**config.mk**
```make
export PLATFORM = sky130hd
export DESIGN_NAME = sev_seg_scan_ctrl_flat
export DESIGN_NICKNAME = d
export VERILOG_FILES = /design/src/rtl/sev_seg_pkg.sv /design/src/rtl/sev_seg_scan_ctrl_if.sv /design/src/rtl/hex_to_sev_seg.sv /design/src/rtl/sev_seg_scan_ctrl.sv /design/src/flat_wrapper.sv
export SDC_FILE = /design/constraint.sdc
export NUM_CORES = 1
export LEC_CHECK = 0
export ABC_AREA = 1
export CORE_MARGIN = 2
export CORE_UTILIZATION = 55
export DETAILED_ROUTE_END_ITERATION = 8
export PLACE_DENSITY = 0.78
export SLEW_MARGIN = 40
export SYNTH_ARGS = -nofsm -noshare
export SYNTH_HDL_FRONTEND = slang
export SYNTH_SLANG_ARGS = --single-unit
```
**constraint.sdc**
```tcl
create_clock -name clk -period 7.6 [get_ports clk]
set_input_delay 1.52 -clock clk [delete_from_list [all_inputs] [get_ports clk]]
set_output_delay 1.52 -clock clk [all_outputs]
set_load 0.02 [all_outputs]
```
**src/rtl/sev_seg_pkg.sv**
```systemverilog
// Shared types and constants for the 7-segment scan controller:
// FSM state encoding, the blank pattern and the active-low hex glyph table.
package sev_seg_pkg;

    typedef enum logic {S_BLANK, S_ON} scan_state_t;

    localparam logic [6:0] SEG_BLANK = 7'h7F;

    // Active-low {a,b,c,d,e,f,g}; a 0 bit lights that segment.
    localparam logic [6:0] SEG_TABLE [16] = '{
        7'b0000001, 7'b1001111, 7'b0010010, 7'b0000110,
        7'b1001100, 7'b0100100, 7'b0100000, 7'b0001111,
        7'b0000000, 7'b0000100, 7'b0001000, 7'b1100000,
        7'b0110001, 7'b1000010, 7'b0110000, 7'b0111000
    };

endpackage

```
**src/rtl/sev_seg_scan_ctrl_if.sv**
```systemverilog
// Application-to-display bundle: staged digit data in, board pin drives out.
// The application side is the master; the scan controller is the slave.
interface sev_seg_scan_ctrl_if #(
    parameter int N_DIGITS = 8
);
    logic [4*N_DIGITS-1:0] value;
    logic [N_DIGITS-1:0]   digit_en;
    logic [N_DIGITS-1:0]   dp_in;
    logic                  load;
    logic                  load_pending;
    logic                  frame_done;
    logic [N_DIGITS-1:0]   anodes;
    logic [6:0]            segments;
    logic                  dp;

    modport master (
        output value, digit_en, dp_in, load,
        input  load_pending, frame_done, anodes, segments, dp
    );

    modport slave (
        input  value, digit_en, dp_in, load,
        output load_pending, frame_done, anodes, segments, dp
    );
endinterface

```
**src/rtl/hex_to_sev_seg.sv**
```systemverilog
// Combinational nibble to active-low segment decoder; one instance is
// shared by every digit through the scan multiplexer.
module hex_to_sev_seg
    import sev_seg_pkg::*;
(
    input  logic [3:0] nibble,
    output logic [6:0] segments
);
    assign segments = SEG_TABLE[nibble];
endmodule

```
**src/rtl/sev_seg_scan_ctrl.sv**
```systemverilog
// Multiplexed scan controller for a common-anode 7-segment bank with
// inter-digit blanking and a frame-synchronous shadow register.
module sev_seg_scan_ctrl
    import sev_seg_pkg::*;
#(
    parameter int N_DIGITS     = 8,
    parameter int SLOT_CYCLES  = 100000,
    parameter int BLANK_CYCLES = 1000
) (
    input  logic                clk,
    input  logic                reset,
    sev_seg_scan_ctrl_if.slave  bus
);
    localparam int CW = $clog2(SLOT_CYCLES);
    localparam int IW = $clog2(N_DIGITS);
    localparam logic [CW-1:0] SLOT_LAST  = CW'(SLOT_CYCLES - 1);
    localparam logic [CW-1:0] BLANK_LAST = CW'(BLANK_CYCLES - 1);
    localparam logic [IW-1:0] IDX_LAST   = IW'(N_DIGITS - 1);

    scan_state_t                 state;
    logic [CW-1:0]               cnt;
    logic [IW-1:0]               idx;

    logic [N_DIGITS-1:0][3:0]    val_stg, val_sh;
    logic [N_DIGITS-1:0]         en_stg, en_sh;
    logic [N_DIGITS-1:0]         dp_stg, dp_sh;
    logic                        load_pending;
    logic                        frame_done;

    logic [N_DIGITS-1:0]         anodes_q;
    logic [6:0]                  seg_q;
    logic                        dp_q;

    logic                        slot_end, blank_end, wrap;
    logic [6:0]                  seg_dec;
    logic [N_DIGITS-1:0]         an_lit;

    assign slot_end  = (cnt == SLOT_LAST);
    assign blank_end = (cnt == BLANK_LAST);
    assign wrap      = slot_end && (idx == IDX_LAST);

    hex_to_sev_seg u_dec (
        .nibble   (val_sh[idx]),
        .segments (seg_dec)
    );

    // NOTE: default every always_comb output first so no path leaves it unassigned and infers a latch.
    always_comb begin
        an_lit      = '1;
        an_lit[idx] = ~en_sh[idx];
    end

    // NOTE: sequential state uses non-blocking assignments so every register samples pre-edge values.
    always_ff @(posedge clk or posedge reset) begin
        if (reset) begin
            state        <= S_BLANK;
            cnt          <= '0;
            idx          <= '0;
            // NOTE: shadow and staging are reset, unlike a RAM, because a cleared en_sh keeps the display dark.
            val_stg      <= '0;
            en_stg       <= '0;
            dp_stg       <= '0;
            val_sh       <= '0;
            en_sh        <= '0;
            dp_sh        <= '0;
            load_pending <= 1'b0;
            frame_done   <= 1'b0;
            anodes_q     <= '1;
            seg_q        <= SEG_BLANK;
            dp_q         <= 1'b1;
        end else begin
            frame_done <= 1'b0;

            if (bus.load) begin
                val_stg <= bus.value;
                en_stg  <= bus.digit_en;
                dp_stg  <= bus.dp_in;
            end

            // Commit only on the frame wrap; a load on that very edge bypasses staging.
            if (wrap) begin
                if (bus.load) begin
                    val_sh <= bus.value;
                    en_sh  <= bus.digit_en;
                    dp_sh  <= bus.dp_in;
                end else if (load_pending) begin
                    val_sh <= val_stg;
                    en_sh  <= en_stg;
                    dp_sh  <= dp_stg;
                end
                load_pending <= 1'b0;
            end else if (bus.load) begin
                load_pending <= 1'b1;
            end

            case (state)
                S_BLANK: begin
                    cnt <= cnt + 1'b1;
                    if (blank_end) begin
                        state    <= S_ON;
                        anodes_q <= an_lit;
                        seg_q    <= seg_dec;
                        dp_q     <= ~dp_sh[idx];
                    end
                end
                S_ON: begin
                    if (slot_end) begin
                        cnt        <= '0;
                        idx        <= (idx == IDX_LAST) ? '0 : idx + 1'b1;
                        state      <= S_BLANK;
                        anodes_q   <= '1;
                        seg_q      <= SEG_BLANK;
                        dp_q       <= 1'b1;
                        frame_done <= wrap;
                    end else begin
                        cnt <= cnt + 1'b1;
                    end
                end
            endcase
        end
    end

    assign bus.anodes       = anodes_q;
    assign bus.segments     = seg_q;
    assign bus.dp           = dp_q;
    assign bus.frame_done   = frame_done;
    assign bus.load_pending = load_pending;

endmodule
```
**src/flat_wrapper.sv**
```systemverilog
// flat-port wrapper written by rule: the top's interface ports become plain ports
module sev_seg_scan_ctrl_flat import sev_seg_pkg::*;
#(
    parameter int N_DIGITS     = 8,
    parameter int SLOT_CYCLES  = 100000,
    parameter int BLANK_CYCLES = 1000
)
  (clk, reset, bus_value, bus_digit_en, bus_dp_in, bus_load, bus_load_pending, bus_frame_done, bus_anodes, bus_segments, bus_dp);
  sev_seg_scan_ctrl_if #(.N_DIGITS(N_DIGITS)) bus_i ();
  input  logic clk;
  input  logic reset;
  input wire logic [$bits(bus_i.value)-1:0] bus_value;
  input wire logic [$bits(bus_i.digit_en)-1:0] bus_digit_en;
  input wire logic [$bits(bus_i.dp_in)-1:0] bus_dp_in;
  input wire logic [$bits(bus_i.load)-1:0] bus_load;
  output wire logic [$bits(bus_i.load_pending)-1:0] bus_load_pending;
  output wire logic [$bits(bus_i.frame_done)-1:0] bus_frame_done;
  output wire logic [$bits(bus_i.anodes)-1:0] bus_anodes;
  output wire logic [$bits(bus_i.segments)-1:0] bus_segments;
  output wire logic [$bits(bus_i.dp)-1:0] bus_dp;
  assign bus_i.value = bus_value;
  assign bus_i.digit_en = bus_digit_en;
  assign bus_i.dp_in = bus_dp_in;
  assign bus_i.load = bus_load;
  assign bus_load_pending = bus_i.load_pending;
  assign bus_frame_done = bus_i.frame_done;
  assign bus_anodes = bus_i.anodes;
  assign bus_segments = bus_i.segments;
  assign bus_dp = bus_i.dp;
  sev_seg_scan_ctrl #(.N_DIGITS(N_DIGITS), .SLOT_CYCLES(SLOT_CYCLES), .BLANK_CYCLES(BLANK_CYCLES)) u_core (.clk(clk), .reset(reset), .bus(bus_i));
endmodule
```
==> results.md, run 1 <==
* Result of the run: complete, no violations
* Starting DRC count in detailed routing at 313
* Core area at 0.0113 mm2
* Summed negative setup slack over all endpoints at 0 ns
* CP Max Fanout at 2
* Antenna cell count at 0
* Pin count of the biggest net entering global routing at 97
* Die width at 111 um
* Peak clock frequency supported by timing at 326 MHz
* Routed WL per cell at 13.1 um
* Pre-antenna DRT Iters at 5
* Hold slack final at 0.460 ns
* Global Route met3 Usage at 6.23%
* Post-CTS setup buffer count at 0
* Dominant cell type by area after synthesis: sky130_fd_sc_hd__dfrtp_1
* Post-layout util at 67.8%
* Met1 Use GR at 29.4%
* CTS Hold Bufs at 0
* Post-cts sizing count at 0
* Number of synthesized flops with an enable pin at 0
* Capturing element type of the critical path: output port
* Max-slew violation count at 0
* Residual DRC at 0
* Syn_area_per_cell at 7.98 um2
* Most numerous cell types in the synthesized netlist: 227 x sky130_fd_sc_hd__nand2_1, 119 x sky130_fd_sc_hd__dfrtp_1, 115 x sky130_fd_sc_hd__nor2_1
* Top-count cell post-synth: sky130_fd_sc_hd__nand2_1
* CTS max path bufs at 2
* First-pass GRT wire length at 23000 um
* Most used flip-flop cell after synthesis: sky130_fd_sc_hd__dfrtp_1
* Number of flip-flops and latches in the synthesized netlist at 135
* Proportion of register bits with asynchronous set or reset after synthesis at 100%
* Cell area power density at 228 mW/mm2
* Overall via count from detail_route at 5021
* Routed Antenna Nets at 0
* Yosys warnings at 0
* Distinct cells, synth at 30
* Total power after layout at 1740 uW
* Type of element launching the critical path: flip-flop
* Total overflow reported by the global router at 0
* Count of clock tree sinks at 135
* Fill cell count at 936
* Full die area at 0.0123 mm2
* Skew-Pair Late Insertion Delay at 0.42 ns
* Clock slew at reported path FFs at 0.06 ns
* Instance count of the mapped netlist at 787
* Max-cap violations at 0
* Root cell of the clock tree: sky130_fd_sc_hd__clkbuf_16
* Inserted Clock Buffers at 17
* Share of layout cells above drive strength 1 at 7.53%
* Cell-by-cell listing of the critical path: clkdlybuf4s50_1
* PortBufs at 68
* Syn-to-layout area delta at 21.6%
* Clock tree from TritonCTS: yes
* Number of rows in the core area at 39
* Die height at 111 um
* Mapped Nets at 847
* Path category of the worst min-delay check: flip-flop to flip-flop
* Setup repair after global routing missed its margin: false
* Hold Vio Cnt, Final at 0
* Via count of the first global-routing pass at 5106
* Post-synth design cell area at 0.00628 mm2
* Kind of cell adding the most delay to the critical path: buffers and inverters
* H-Tree Depth at 4
* Number of vias per cell at 4.99
* Worst path buffer plus inverter count at 1
* Wire length reported by the detailed router at 13200 um
* Met2 track demand over resource in global routing at 38.5%
* GRT Max-Usage Layer: met2
* Total area of multi-input combinational cells at 0.00230 mm2
* Count of boundary I/O pins at 69
* Final setup skew at 0.00778 ns
* Highest cell delay on the worst timing path at 0.60 ns
* Peak supply drop at 0.189 mV
* Initial core utilization at 55.7%
* Antenna violations before repair at 0
* Detailed-placement wirelength estimate at 8840 um
* Data required time of the critical path at 6.08 ns
* Final clock period utilization by the worst path at 40.4%
* Leakage power at 0.00391 uW
* GR Util All Layers at 23.2%
* Yosys top cell area share at 47.4%
* Part of the Yosys area used for sequential elements at 54.1%
* Placer's final routability congestion estimate at 0.866
* Final-report setup violation count at 0
* Cells taking the most area after synthesis: sky130_fd_sc_hd__dfrtp_1 47%, sky130_fd_sc_hd__nand2_1 14%, sky130_fd_sc_hd__nor2_1 6.9%
* Tightest slew margin relative to the limit at 51.9%
* Net total in the final layout at 911
* Final min period at 3.07 ns
* Type of the setup path with the least slack: flip-flop to output port
* Sequential cell area at 0.00340 mm2
* Slew at the pin closest to its max-slew limit at 0.721 ns
* Master of the slowest instance on the critical path: sky130_fd_sc_hd__clkdlybuf4s50_1
* Crit path arrival time at 1.55 ns
-- power by group --
part           switching [uW]  internal [uW]
Clock                     302            542
Sequential               15.4            758
Combinational            74.5           52.3
-- layout make-up --
| class | instances | area share [%] |
|---|---|---|
| tap | 143 | 2.34 |
| timing repair buffer | 72 | 9.32 |
| multi-input combinational | 511 | 30.1 |
| sequential | 135 | 44.5 |
| clock inverter | 10 | 1.88 |
| inverter | 114 | 5.67 |
| clock buffer | 21 | 6.16 |
-- cell families after synthesis --
kind of cell | count (synthesis) | synth area share, %
xor+xnor | 9 | 1.26
simple gates | 392 | 25.2
fa+ha+maj | 9 | 1.79
flops | 135 | 54.1
compound gates | 101 | 8.43
buf+inv | 141 | 9.26
-- flip-flops by register name, indices dropped and copies added (netlist names), 8 cells and up --
signal and count:
u_core.bus.anodes 8, u_core.cnt 17, u_core.dp_sh 8, u_core.dp_stg 8, u_core.en_sh 8, u_core.en_stg 8
u_core.val_sh 32, u_core.val_stg 32
-- layer usage --
layer  vias to the layer above  part of all wire (%)  wire, um
met5                         -                     0         0
met4                         0                   1.4       187
met3                        15                   4.4       582
met2                       111                    50      6550
met1                      2343                    44      5840
li1                       2552                     -         -
-- stage by stage --
step | cell area, um2 | worst slack [ns] | instances
global route | 7640 | 4.49 | 1006
CTS | 7630 | 4.30 | 1006
detailed placement | 7020 | 3.94 | 975
finish | 7640 | 4.53 | 1006
floorplan | 6280 | 2.50 | 787
global placement | 7010 | 4.04 | 975
-- path summary, 6_finish.rpt --
kind                            slack (ns)  cells after the start                              from                                  to
worst max-delay path                  4.53                      1  u_core.bus.anodes[3]$_DFFE_PP1P_                       bus_anodes[3]
worst max register to register        5.10                     13         u_core.idx[0]$_DFFE_PP0P_  u_core.bus.segments[6]$_DFFE_PP1P_
worst min register to register        0.46                      1           u_core.cnt[0]$_DFF_PP0_             u_core.cnt[0]$_DFF_PP0_
max in group asynchronous             4.84                      3                             reset        u_core.val_sh[7]$_DFFE_PP0P_
min in group asynchronous             1.58                      2                             reset       u_core.val_stg[9]$_DFFE_PP0P_
worst min-delay path                  0.46                      1           u_core.cnt[0]$_DFF_PP0_             u_core.cnt[0]$_DFF_PP0_
-- placed cells by master, fill, tap and decap left out, types with 16 or more instances in the layout --
| cell | n |
|---|---|
| sky130_fd_sc_hd__clkdlybuf4s50_1 | 67 |
| sky130_fd_sc_hd__a21oi_1 | 61 |
| sky130_fd_sc_hd__nand2_1 | 227 |
| sky130_fd_sc_hd__nand3_1 | 26 |
| sky130_fd_sc_hd__o21ai_0 | 29 |
| sky130_fd_sc_hd__clkbuf_16 | 17 |
| sky130_fd_sc_hd__inv_1 | 111 |
| sky130_fd_sc_hd__nor2_1 | 115 |
| sky130_fd_sc_hd__dfrtp_1 | 119 |
| sky130_fd_sc_hd__dfstp_2 | 16 |
Power figures use the tool's default switching activity.
==> run 2: changes to the inputs <==
==> constraint.sdc (replaced) <==
create_clock -name clk -period 3.2 [get_ports clk]
set_input_delay 0.64 -clock clk [delete_from_list [all_inputs] [get_ports clk]]
set_output_delay 0.64 -clock clk [all_outputs]
set_load 0.02 [all_outputs]
==> results.md, run 2 (synthesis gave the netlist of run 1 again) <==
* Final-report setup violation count at 0
* Residual DRC at 0
* First-pass GRT wire length at 23500 um
* Startpoint of the most critical register-to-register path: u_core.idx[2]$_DFFE_PP0P_
* Antenna cell count at 0
* Result of the run: complete, no violations
* Crit path arrival time at 2.71 ns
* Overall via count from detail_route at 5094
* Type of element launching the critical path: flip-flop
* Skew-Pair Late Insertion Delay at 0.42 ns
* Capture instance of the worst register-to-register path: u_core.bus.segments[0]$_DFFE_PP1P_
* Fill cell count at 892
* Startpoint of the worst hold path: u_core.val_stg[18]$_DFFE_PP0P_
* Highest metal layer with signal wires: met4
* Post-cts sizing count at 0
* Peak clock frequency supported by timing at 423 MHz
* Number of rows in the core area at 39
* Summed negative setup slack over all endpoints at 0 ns
* Leading registers by flop count: u_core.val_sh x32, u_core.val_stg x32, u_core.cnt x17
* Slew at the pin closest to its max-slew limit at 0.827 ns
* Leakage power at 0.00396 uW
* CTS max path bufs at 2
* Clock tree from TritonCTS: yes
* CTS Hold Bufs at 0
* M1 wire length at 6000 um
* Total overflow reported by the global router at 0
* Setup repair after global routing missed its margin: false
* Peak supply drop at 0.448 mV
* Tightest slew margin relative to the limit at 44.6%
* Clock slew at reported path FFs at 0.05 ns
* Capturing element type of the critical path: flip-flop
* Type of the setup path with the least slack: flip-flop to flip-flop
* Die width at 111 um
* Commonest cells after routing, fill and taps aside: 227 x sky130_fd_sc_hd__nand2_1, 118 x sky130_fd_sc_hd__dfrtp_1, 115 x sky130_fd_sc_hd__nor2_1
* PortBufs at 68
* Total power after layout at 4210 uW
* Syn-to-layout area delta at 23.4%
* Kind of cell adding the most delay to the critical path: simple AND/OR/NAND/NOR gates
* Die height at 111 um
* CP Max Fanout at 8
* Master of the slowest instance on the critical path: sky130_fd_sc_hd__nor2_1
* Hold Vio Cnt, Final at 0
* Met2 routed WL at 6640 um
* Cell-by-cell listing of the critical path: inv_1 -> nor2_1 -> o211ai_1 -> nand2_1 -> inv_1 -> nand2_1 -> ha_1 -> o21ai_0 -> nand2_1 -> nand2_1 -> a21oi_1
* Count of boundary I/O pins at 69
* Crit-path most repeated cell: sky130_fd_sc_hd__nand2_1
* Highest cell delay on the worst timing path at 0.63 ns
* Root cell of the clock tree: sky130_fd_sc_hd__clkbuf_16
* Full die area at 0.0123 mm2
* Pin count of the biggest net entering global routing at 97
* Final min period at 2.37 ns
* Max-cap violations at 0
* Worst slack at placement at 0.734 ns
* Sequential cell area at 0.00340 mm2
* Detailed-placement wirelength estimate at 9360 um
* Cell area power density at 543 mW/mm2
* Final setup skew at 0.00531 ns
* Met3 routed WL at 722 um
* Wire length reported by the detailed router at 13600 um
* Worst reg2reg setup slack at 0.83 ns
* Data required time of the critical path at 3.55 ns
* Via count of the first global-routing pass at 5133
* Inserted Clock Buffers at 17
* Final clock period utilization by the worst path at 73.9%
* Number of vias per cell at 5.03
* Max-slew violation count at 0
* Depth of the most critical reg-to-reg path at 11
* Worst path buffer plus inverter count at 2
* Hold Path Cell Cnt at 2
* Share of layout cells above drive strength 1 at 8.40%
* H-Tree Depth at 4
* Total area of multi-input combinational cells at 0.00230 mm2
* Antenna violations before repair at 0
* GR Util All Layers at 23.8%
* Net total in the final layout at 917
* Source of the critical timing path: u_core.idx[2]$_DFFE_PP0P_
* Initial core utilization at 55.7%
* Starting DRC count in detailed routing at 345
* Count of clock tree sinks at 135
* Endpoint of the worst hold path: u_core.val_stg[18]$_DFFE_PP0P_
* Post-CTS setup buffer count at 0
* Fin worst setup slack at 0.835 ns
* Placer's final routability congestion estimate at 0.876
* Routed WL per cell at 13.4 um
* Path category of the worst min-delay check: flip-flop to flip-flop
* Core area at 0.0113 mm2
* Pre-antenna DRT Iters at 5
* Routed Antenna Nets at 0
* Most common cell after layout, fill and taps aside: sky130_fd_sc_hd__nand2_1
[run 2: cell types whose count changed in the layout (fill, tap and decap cells not counted), moves of 2 or more]
| cell | delta |
|---|---|
| sky130_fd_sc_hd__clkinv_4 | +2 |
| sky130_fd_sc_hd__buf_4 | +2 |
| sky130_fd_sc_hd__clkinv_2 | +2 |
| sky130_fd_sc_hd__buf_12 | +3 |
| sky130_fd_sc_hd__inv_6 | -3 |
[run 2: metrics by stage]
stage	instances	util, %	area [um2]	hold slack [ns]
floorplan	787	-	6280	0.433
global placement	980	62.9	7090	0.451
detailed placement	980	62.9	7090	0.456
CTS	1011	68.5	7720	0.471
global route	1012	68.7	7750	0.489
finish	1012	68.7	7750	0.468
[run 2: worst max path at each step]
stage / depth (start not counted) / slack (ns) / end
3_3_place_gp: 12 / 0.87 / u_core.bus.segments[3]$_DFFE_PP1P_
4_1_cts: 12 / 0.71 / u_core.bus.segments[3]$_DFFE_PP1P_
3_5_place_dp: 12 / 0.73 / u_core.bus.segments[3]$_DFFE_PP1P_
2_1_floorplan: 1 / 0.89 / u_core.bus.frame_done$_DFF_PP0_
5_1_grt: 11 / 0.60 / u_core.bus.segments[1]$_DFFE_PP1P_
6_report: 11 / 0.83 / u_core.bus.segments[0]$_DFFE_PP1P_
[run 2: cell type report]
| class | instances | share of cell area, % |
|---|---|---|
| sequential | 135 | 43.9 |
| clock buffer | 19 | 5.85 |
| timing repair buffer | 78 | 10.4 |
| multi-input combinational | 511 | 29.7 |
| clock inverter | 12 | 2.28 |
| tap | 143 | 2.31 |
| inverter | 114 | 5.57 |
[run 2: routing by layer]
layer  up-vias  global-route usage [%]
li1       2561                       -
met1      2368                    31.0
met4         0                    8.83
met2       141                    38.5
met3        24                    6.45
met5         -                       0
[run 2: report_power, final]
part / switching (uW) / internal (uW) / leakage (uW) / total [uW]
registers: 38.3 / 1800 / 0.00165 / 1840
clock network: 718 / 1340 / 0.000305 / 2060
logic: 181 / 134 / 0.00200 / 315
total: 937 / 3270 / 0.00396 / 4210
[run 2: worst register-to-register path, delay by kind of cell, from the launching register on]
family	cells	cell delay, ns
compound gates	3	0.51
flops	1	0.42
fa+ha+maj	1	0.18
buf+inv	2	0.13
simple gates	5	1.06
